<file path="config.mk">
export PLATFORM = sky130hd
export DESIGN_NAME = fft_bfly_ctrl_flat
export DESIGN_NICKNAME = d
export VERILOG_FILES = /design/src/rtl/fft_bfly_ctrl_if.sv /design/src/rtl/fft_bfly_ctrl.sv /design/src/flat_wrapper.sv
export SDC_FILE = /design/constraint.sdc
export NUM_CORES = 1
export LEC_CHECK = 0
export CAP_MARGIN = 20
export CELL_PAD_IN_SITES_DETAIL_PLACEMENT = 1
export CELL_PAD_IN_SITES_GLOBAL_PLACEMENT = 2
export CORE_AREA = 3 3 280 282
export DETAILED_ROUTE_END_ITERATION = 10
export DIE_AREA = 0 0 283 285
export GPL_TIMING_DRIVEN = 0
export PLACE_DENSITY_LB_ADDON = 0.1
export SYNTH_ARGS = -nofsm -noshare
export SYNTH_HDL_FRONTEND = slang
export SYNTH_SLANG_ARGS = --single-unit
</file>
<file path="constraint.sdc">
create_clock -name clk -period 12.4 [get_ports clk]
set_input_delay 2.48 -clock clk [delete_from_list [all_inputs] [get_ports clk]]
set_output_delay 2.48 -clock clk [all_outputs]
set_load 0.03 [all_outputs]
</file>
<file path="src/rtl/fft_bfly_ctrl_if.sv">
// Bus between the radix-2 FFT sequencer and its data RAM, twiddle ROM and butterfly unit.
// master is the sequencer side; slave is the memory / butterfly side.
interface fft_bfly_ctrl_if;
   logic        start;
   logic        busy;
   logic        done;

   logic        rd_en;
   logic [7:0]  rd_addr1;
   logic [7:0]  rd_addr2;
   logic [63:0] rd_data1;
   logic [63:0] rd_data2;
   logic [7:0]  tw_addr;
   logic [63:0] tw_data;

   logic        bf_start;
   logic [7:0]  bf_idx1;
   logic [7:0]  bf_idx2;
   logic [63:0] bf_x1;
   logic [63:0] bf_x2;
   logic [63:0] bf_tw;

   logic        bf_valid;
   logic [7:0]  bf_out_idx1;
   logic [7:0]  bf_out_idx2;
   logic [63:0] bf_y1;
   logic [63:0] bf_y2;

   logic        wr_en;
   logic [7:0]  wr_addr1;
   logic [7:0]  wr_addr2;
   logic [63:0] wr_data1;
   logic [63:0] wr_data2;

   modport master (
      input  start, rd_data1, rd_data2, tw_data,
             bf_valid, bf_out_idx1, bf_out_idx2, bf_y1, bf_y2,
      output busy, done, rd_en, rd_addr1, rd_addr2, tw_addr,
             bf_start, bf_idx1, bf_idx2, bf_x1, bf_x2, bf_tw,
             wr_en, wr_addr1, wr_addr2, wr_data1, wr_data2
   );

   modport slave (
      output start, rd_data1, rd_data2, tw_data,
             bf_valid, bf_out_idx1, bf_out_idx2, bf_y1, bf_y2,
      input  busy, done, rd_en, rd_addr1, rd_addr2, tw_addr,
             bf_start, bf_idx1, bf_idx2, bf_x1, bf_x2, bf_tw,
             wr_en, wr_addr1, wr_addr2, wr_data1, wr_data2
   );
endinterface

</file>
<file path="src/rtl/fft_bfly_ctrl.sv">
// In-place radix-2 DIT FFT sequencer: issues one butterfly per cycle, writes results back
// by returned index and drains the butterfly pipeline between stages.
module fft_bfly_ctrl #(
   parameter int N_LOG2 = 3,
   parameter int LAT    = 3
) (
   input  logic            clk,
   input  logic            rst,
   fft_bfly_ctrl_if.master bus
);
   localparam int DATA_W = 64;
   localparam int ADDR_W = 8;
   localparam logic [6:0] B_LAST = 7'((1 << (N_LOG2 - 1)) - 1);
   localparam logic [2:0] S_LAST = 3'(N_LOG2 - 1);

   // The 4-bit outstanding counter must hold every butterfly in flight (LAT + 2 at most).
   if (N_LOG2 < 2 || N_LOG2 > 8 || LAT < 1 || LAT + 2 > 15) begin : g_param_err
      $error("fft_bfly_ctrl: illegal N_LOG2/LAT combination");
   end

   typedef enum logic [1:0] {
      IDLE  = 2'd0,
      ISSUE = 2'd1,
      DRAIN = 2'd2,
      DONE  = 2'd3
   } state_t;

   // Lower operand index: group base (g * 2 * half) plus offset j inside the group.
   function automatic logic [ADDR_W-1:0] f_lo_idx(input logic [2:0] s, input logic [6:0] b);
      logic [ADDR_W-1:0] half_mask;
      logic [ADDR_W-1:0] grp;
      logic [ADDR_W-1:0] ofs;
      half_mask = (ADDR_W'(1) << s) - ADDR_W'(1);
      grp       = {1'b0, b} >> s;
      ofs       = {1'b0, b} & half_mask;
      return (grp << ({1'b0, s} + 4'd1)) | ofs;
   endfunction

   function automatic logic [ADDR_W-1:0] f_tw_idx(input logic [2:0] s, input logic [6:0] b);
      logic [ADDR_W-1:0] half_mask;
      logic [ADDR_W-1:0] ofs;
      half_mask = (ADDR_W'(1) << s) - ADDR_W'(1);
      ofs       = {1'b0, b} & half_mask;
      return ofs << (S_LAST - s);
   endfunction

   state_t              state_q;
   state_t              state_d;
   logic [2:0]          stg_q;
   logic [2:0]          stg_d;
   logic [6:0]          bcnt_q;
   logic [6:0]          bcnt_d;
   logic [3:0]          outst_cnt;

   logic                rd_go;
   logic [ADDR_W-1:0]   lo_idx;
   logic [ADDR_W-1:0]   hi_idx;
   logic [ADDR_W-1:0]   tw_idx;

   logic                vld_p1;
   logic [ADDR_W-1:0]   bf_idx1_p1;
   logic [ADDR_W-1:0]   bf_idx2_p1;
   logic                wr_vld_p1;
   logic [ADDR_W-1:0]   wr_addr1_p1;
   logic [ADDR_W-1:0]   wr_addr2_p1;
   logic [DATA_W-1:0]   wr_data1_p1;
   logic [DATA_W-1:0]   wr_data2_p1;

   always_ff @(posedge clk or posedge rst) begin
      if (rst) begin
         state_q <= IDLE;
         stg_q   <= '0;
         bcnt_q  <= '0;
      end else begin
         state_q <= state_d;
         stg_q   <= stg_d;
         bcnt_q  <= bcnt_d;
      end
   end

   always_comb begin
      state_d = state_q;
      stg_d   = stg_q;
      bcnt_d  = bcnt_q;
      case (state_q)
         IDLE: begin
            if (bus.start) begin
               state_d = ISSUE;
               stg_d   = '0;
               bcnt_d  = '0;
            end
         end
         ISSUE: begin
            bcnt_d = bcnt_q + 7'd1;
            if (bcnt_q == B_LAST) state_d = DRAIN;
         end
         DRAIN: begin
            // Next stage may only read once every result of this stage is back in RAM.
            if (outst_cnt == 4'd0) begin
               if (stg_q != S_LAST) begin
                  stg_d   = stg_q + 3'd1;
                  bcnt_d  = '0;
                  state_d = ISSUE;
               end else begin
                  state_d = DONE;
               end
            end
         end
         DONE:    state_d = IDLE;
         default: state_d = IDLE;
      endcase
   end

   // Stage p0: address generation and memory read request
   assign rd_go  = (state_q == ISSUE);
   assign lo_idx = f_lo_idx(stg_q, bcnt_q);
   assign hi_idx = lo_idx + (ADDR_W'(1) << stg_q);
   assign tw_idx = f_tw_idx(stg_q, bcnt_q);

   assign bus.rd_en    = rd_go;
   assign bus.rd_addr1 = rd_go ? lo_idx : '0;
   assign bus.rd_addr2 = rd_go ? hi_idx : '0;
   assign bus.tw_addr  = rd_go ? tw_idx : '0;
   assign bus.busy     = (state_q != IDLE);
   assign bus.done     = (state_q == DONE);

   // Saturating at zero lets stray results be written without corrupting the drain logic.
   always_ff @(posedge clk or posedge rst) begin
      if (rst) begin
         outst_cnt <= '0;
      end else if (rd_go && !wr_vld_p1) begin
         outst_cnt <= outst_cnt + 4'd1;
      end else if (!rd_go && wr_vld_p1 && outst_cnt != 4'd0) begin
         outst_cnt <= outst_cnt - 4'd1;
      end
   end

   // Stage p1: butterfly issue, aligned with the read data returned by the memories
   always_ff @(posedge clk or posedge rst) begin
      if (rst) begin
         vld_p1     <= 1'b0;
         bf_idx1_p1 <= '0;
         bf_idx2_p1 <= '0;
      end else begin
         vld_p1     <= rd_go;
         bf_idx1_p1 <= bus.rd_addr1;
         bf_idx2_p1 <= bus.rd_addr2;
      end
   end

   assign bus.bf_start = vld_p1;
   assign bus.bf_idx1  = bf_idx1_p1;
   assign bus.bf_idx2  = bf_idx2_p1;
   assign bus.bf_x1    = bus.rd_data1;
   assign bus.bf_x2    = bus.rd_data2;
   assign bus.bf_tw    = bus.tw_data;

   // Stage p1 (return path): write-back of every butterfly result, whatever the state
   always_ff @(posedge clk or posedge rst) begin
      if (rst) begin
         wr_vld_p1   <= 1'b0;
         wr_addr1_p1 <= '0;
         wr_addr2_p1 <= '0;
         wr_data1_p1 <= '0;
         wr_data2_p1 <= '0;
      end else begin
         wr_vld_p1   <= bus.bf_valid;
         wr_addr1_p1 <= bus.bf_out_idx1;
         wr_addr2_p1 <= bus.bf_out_idx2;
         wr_data1_p1 <= bus.bf_y1;
         wr_data2_p1 <= bus.bf_y2;
      end
   end

   assign bus.wr_en    = wr_vld_p1;
   assign bus.wr_addr1 = wr_addr1_p1;
   assign bus.wr_addr2 = wr_addr2_p1;
   assign bus.wr_data1 = wr_data1_p1;
   assign bus.wr_data2 = wr_data2_p1;

endmodule

</file>
<file path="src/flat_wrapper.sv">
// flat-port wrapper written by rule: the top's interface ports become plain ports
module fft_bfly_ctrl_flat 
#(
   parameter int N_LOG2 = 3,
   parameter int LAT    = 3
)
  (clk, rst, bus_start, bus_rd_data1, bus_rd_data2, bus_tw_data, bus_bf_valid, bus_bf_out_idx1, bus_bf_out_idx2, bus_bf_y1, bus_bf_y2, bus_busy, bus_done, bus_rd_en, bus_rd_addr1, bus_rd_addr2, bus_tw_addr, bus_bf_start, bus_bf_idx1, bus_bf_idx2, bus_bf_x1, bus_bf_x2, bus_bf_tw, bus_wr_en, bus_wr_addr1, bus_wr_addr2, bus_wr_data1, bus_wr_data2);
  fft_bfly_ctrl_if bus_i ();
  input  logic clk;
  input  logic rst;
  input wire logic [$bits(bus_i.start)-1:0] bus_start;
  input wire logic [$bits(bus_i.rd_data1)-1:0] bus_rd_data1;
  input wire logic [$bits(bus_i.rd_data2)-1:0] bus_rd_data2;
  input wire logic [$bits(bus_i.tw_data)-1:0] bus_tw_data;
  input wire logic [$bits(bus_i.bf_valid)-1:0] bus_bf_valid;
  input wire logic [$bits(bus_i.bf_out_idx1)-1:0] bus_bf_out_idx1;
  input wire logic [$bits(bus_i.bf_out_idx2)-1:0] bus_bf_out_idx2;
  input wire logic [$bits(bus_i.bf_y1)-1:0] bus_bf_y1;
  input wire logic [$bits(bus_i.bf_y2)-1:0] bus_bf_y2;
  output wire logic [$bits(bus_i.busy)-1:0] bus_busy;
  output wire logic [$bits(bus_i.done)-1:0] bus_done;
  output wire logic [$bits(bus_i.rd_en)-1:0] bus_rd_en;
  output wire logic [$bits(bus_i.rd_addr1)-1:0] bus_rd_addr1;
  output wire logic [$bits(bus_i.rd_addr2)-1:0] bus_rd_addr2;
  output wire logic [$bits(bus_i.tw_addr)-1:0] bus_tw_addr;
  output wire logic [$bits(bus_i.bf_start)-1:0] bus_bf_start;
  output wire logic [$bits(bus_i.bf_idx1)-1:0] bus_bf_idx1;
  output wire logic [$bits(bus_i.bf_idx2)-1:0] bus_bf_idx2;
  output wire logic [$bits(bus_i.bf_x1)-1:0] bus_bf_x1;
  output wire logic [$bits(bus_i.bf_x2)-1:0] bus_bf_x2;
  output wire logic [$bits(bus_i.bf_tw)-1:0] bus_bf_tw;
  output wire logic [$bits(bus_i.wr_en)-1:0] bus_wr_en;
  output wire logic [$bits(bus_i.wr_addr1)-1:0] bus_wr_addr1;
  output wire logic [$bits(bus_i.wr_addr2)-1:0] bus_wr_addr2;
  output wire logic [$bits(bus_i.wr_data1)-1:0] bus_wr_data1;
  output wire logic [$bits(bus_i.wr_data2)-1:0] bus_wr_data2;
  assign bus_i.start = bus_start;
  assign bus_i.rd_data1 = bus_rd_data1;
  assign bus_i.rd_data2 = bus_rd_data2;
  assign bus_i.tw_data = bus_tw_data;
  assign bus_i.bf_valid = bus_bf_valid;
  assign bus_i.bf_out_idx1 = bus_bf_out_idx1;
  assign bus_i.bf_out_idx2 = bus_bf_out_idx2;
  assign bus_i.bf_y1 = bus_bf_y1;
  assign bus_i.bf_y2 = bus_bf_y2;
  assign bus_busy = bus_i.busy;
  assign bus_done = bus_i.done;
  assign bus_rd_en = bus_i.rd_en;
  assign bus_rd_addr1 = bus_i.rd_addr1;
  assign bus_rd_addr2 = bus_i.rd_addr2;
  assign bus_tw_addr = bus_i.tw_addr;
  assign bus_bf_start = bus_i.bf_start;
  assign bus_bf_idx1 = bus_i.bf_idx1;
  assign bus_bf_idx2 = bus_i.bf_idx2;
  assign bus_bf_x1 = bus_i.bf_x1;
  assign bus_bf_x2 = bus_i.bf_x2;
  assign bus_bf_tw = bus_i.bf_tw;
  assign bus_wr_en = bus_i.wr_en;
  assign bus_wr_addr1 = bus_i.wr_addr1;
  assign bus_wr_addr2 = bus_i.wr_addr2;
  assign bus_wr_data1 = bus_i.wr_data1;
  assign bus_wr_data2 = bus_i.wr_data2;
  fft_bfly_ctrl #(.N_LOG2(N_LOG2), .LAT(LAT)) u_core (.clk(clk), .rst(rst), .bus(bus_i));
endmodule
</file>
==> impl_metrics.env, run 1 <==
export IMPL_drive_above_1_share=0.1988
export IMPL_critPathKind="register to primary output"
export IMPL_fin_worst_skew_ps=13.06
export IMPL_power_density_nw_per_um2=164.6
export IMPL_area_delta_synth_final_pct=95.31
export IMPL_yosys_top_cells_area="dfrtp_1, buf_4, ha_1"
export IMPL_dpl_cell_count=2195
export IMPL_clock_latency_ps=470
export IMPL_io_pins=721
export IMPL_hold_buffers=0
export IMPL_dr_pass1_iters=4
export IMPL_p_int_mw=1.376
export IMPL_p_sw_frac=0.4346
export IMPL_yosys_register_bits=178
export IMPL_die_area_um2=80660
export IMPL_grt_pass1_wl_mm=56.05
export IMPL_synth_seq_area_share=0.5883
export IMPL_final_max_slew_viol_count=0
export IMPL_io_buffer_count=528
export IMPL_synth_net_count=995
export IMPL_grt_max_degree=111
export IMPL_dpl_hpwl_mm=33.39
export IMPL_synth_cell_area_um2=7571
export IMPL_cts_tree="yes"
export IMPL_r2r_start="u_core.stg_q[1]"
export IMPL_drc=0
export IMPL_finalNonFillerCells=2229
export IMPL_yosys_warnings=0
export IMPL_cts_buffers=17
export IMPL_start_util=0.09969
export IMPL_p_leak_nw=6.135
export IMPL_vias_per_cell=2.943
export IMPL_clkPwrFrac=0.235
export IMPL_maxSlewHeadroom=0.5358
export IMPL_core_um2=75950
export IMPL_cts_resized=0
export IMPL_cp_endpoint="bus_rd_addr2[6]"
export IMPL_cts_root_buf="clkbuf_16"
export IMPL_drt_initial_drc_count=169
export IMPL_synth_cell_type_count=50
export IMPL_period_needed_ps=7836
export IMPL_wire_per_inst_um=17.93
export IMPL_hp_class="register to register"
export IMPL_synth_top_area_share=0.5883
export IMPL_drt_wl_total_mm=39.96
export IMPL_period_share=0.6319
export IMPL_cts_setup_buffers=0
export IMPL_r2r_slack_ps=8150
export IMPL_rsz0062_at_grt="false"
export IMPL_synth_edf_count=0
export IMPL_cts_buffer_depth=2
export IMPL_pwr_share_comb=0.486
export IMPL_crit_start="u_core.stg_q[1]"
export IMPL_min_delay_path_depth=1
export IMPL_yosys_area_top_type="dfrtp_1"
export IMPL_clock_fmax_ghz=0.1276
export IMPL_post_synth_top_count_cell="buf_4"
export IMPL_vias=6559
export IMPL_hold_viol=0
export IMPL_crit_arrival_ps=5360
export IMPL_setup_tns_final_ps=0
export IMPL_die_h_um=285
export IMPL_die_w_um=283
export IMPL_grtUsageTotal=0.09689
export IMPL_setup_viol=0
export IMPL_p_sw_mw=1.058
export IMPL_maxCapViolations=0
export IMPL_overflow=0
export IMPL_ir_worst_vdd_mv=0.1064
export IMPL_rr_endpoint="u_core.bus.bf_idx2[6]"
export IMPL_clk_transition_reported_paths_ps=80
export IMPL_postPlaceCellArea_um2=14180
export IMPL_nNetsFinal=1543
export IMPL_seqPwrFrac=0.279
export IMPL_required_ps=9920
export IMPL_rows=101
export IMPL_ant_nets=0
export IMPL_synth_commonest_cells="buf_4, dfrtp_1, nor2_1, nand2_1, a21oi_1"
export IMPL_place_gp_congestion=0.7150
export IMPL_reg2reg_depth=14
export IMPL_ys_flop_type="dfrtp_1"
export IMPL_cts_num_sinks=178
export IMPL_antenna_found_initial=6
export IMPL_tightest_slew_ps=696.3
export IMPL_power_mw=2.433
export IMPL_avgSynthCellArea_um2=11.90
export IMPL_crit_path_end_kind="primary output"
export IMPL_cp_start_kind="register"
export IMPL_postSynthCellCount=636
export IMPL_grt_pass1_vias=7085
export IMPL_status="completed"
export IMPL_async_reset_ff_frac=1.000
export IMPL_h_tree_depth=4
export IMPL_design_area_um2=14790
export IMPL_cp_max_fo=10
==> logic make-up after synthesis <==
kind of cell | count (synthesis) | share of synthesized area
flip-flops | 178 | 0.5883
adder cells (fa/ha/maj) | 19 | 0.03338
multiplexers | 13 | 0.02066
buffers and inverters | 229 | 0.2112
AO/OA/AOI/OAI | 71 | 0.05751
AND/OR/NAND/NOR | 112 | 0.07090
XOR/XNOR | 14 | 0.01801
==> power groups by stage <==
stage	Combinational, mW	Sequential [mW]	Clock (mW)
after detailed placement	1.22	0.691	0
after global placement	1.23	0.691	0
after floorplan	0.574	0.767	0
after global routing	1.29	0.688	0.634
after CTS	1.23	0.680	0.617
final	1.18	0.679	0.572
==> flip-flops by register name, indices dropped and copies added (netlist names), 2 cells and up <==
signal / flops
u_core.bus.wr_data1: 64
u_core.bus.wr_data2: 64
u_core.bus.bf_idx1: 8
u_core.bus.bf_idx2: 8
u_core.bus.wr_addr1: 8
u_core.bus.wr_addr2: 8
u_core.bcnt_q: 7
u_core.outst_cnt: 4
u_core.stg_q: 3
u_core.state_q: 2
==> worst max-delay path: stages (launching register included) <==
cell             delay [ps]
dfrtp_1                 540
inv_1                   210
ha_1                    380
clkbuf_1                240
clkbuf_1                320
o31ai_1                 670
ha_1                    320
inv_1                    70
fa_1                    370
nor2b_1                 200
o21ai_1                 110
a21boi_1                220
o21ai_1                 100
nor3b_1                 140
nor3_1                  230
clkdlybuf4s50_1         750
==> layout make-up <==
type / instances / area (um^2)
Fill cell: 8666 / 61160
Clock inverter: 14 / 162.7
Multi-Input combinational cell: 229 / 1518
Clock buffer: 18 / 439.2
Tap cell: 1030 / 1289
Timing Repair Buffer: 529 / 5313
Antenna cell: 2 / 5.005
Sequential cell: 178 / 4454
Inverter: 18 / 75.07
Buffer: 211 / 1531
==> per-stage QoR <==
stage          hold WS, ps  utilization  setup slack, ps
2_1_floorplan        442.9            -             5090
5_1_grt              523.6       0.1946             4012
4_1_cts              483.0       0.1946             4307
3_5_place_dp         466.9       0.1867             4877
6_report             483.9       0.1947             4564
3_3_place_gp         475.2       0.1862             1208
==> worst min path at each step <==
stage / from / to / slack [ps]
5_1_grt: u_core.outst_cnt[3] / u_core.outst_cnt[3] / 520
6_report: u_core.outst_cnt[3] / u_core.outst_cnt[3] / 480
3_3_place_gp: u_core.outst_cnt[3] / u_core.outst_cnt[3] / 480
3_5_place_dp: u_core.outst_cnt[3] / u_core.outst_cnt[3] / 470
4_1_cts: u_core.outst_cnt[3] / u_core.outst_cnt[3] / 480
2_1_floorplan: u_core.outst_cnt[3] / u_core.outst_cnt[3] / 440
==> cells in the final DEF (no fill, tap or decap), types with 7 or more instances in the layout <==
master,instances
clkdlybuf4s50_1,528
buf_4,194
dfrtp_1,178
nor2_1,31
nand2_1,25
a21oi_1,19
ha_1,17
clkbuf_16,17
o21ai_1,15
nand3_1,14
clkbuf_1,13
inv_1,13
xor2_1,11
mux2i_1,10
nor3_1,10
o21ai_0,7
and2_1,7
==> routing by layer <==
metal  track usage  share of wire
met3       0.04420          0.085
met1        0.1050           0.38
met4       0.01637         0.0067
met5             0         0.0012
met2        0.1749           0.53
Note: power is estimated with default switching activity, not from simulation.
==> inputs of run 2 (changes only) <==
==> constraint.sdc (replaced) <==
create_clock -name clk -period 7.95 [get_ports clk]
set_input_delay 1.59 -clock clk [delete_from_list [all_inputs] [get_ports clk]]
set_output_delay 1.59 -clock clk [all_outputs]
set_load 0.03 [all_outputs]
==> results of run 2 <==
The final DEF is identical to that of run 1. Status: completed.
Main changes from that run: setup slack after placement 4877 ps -> 1317 ps; setup slack after layout 4564 ps -> 1004 ps; register-to-register setup slack 8150 ps -> 3700 ps; total power 2.433 mW -> 3.795 mW; worst IR drop on VDD 0.1064 mV -> 0.1659 mV
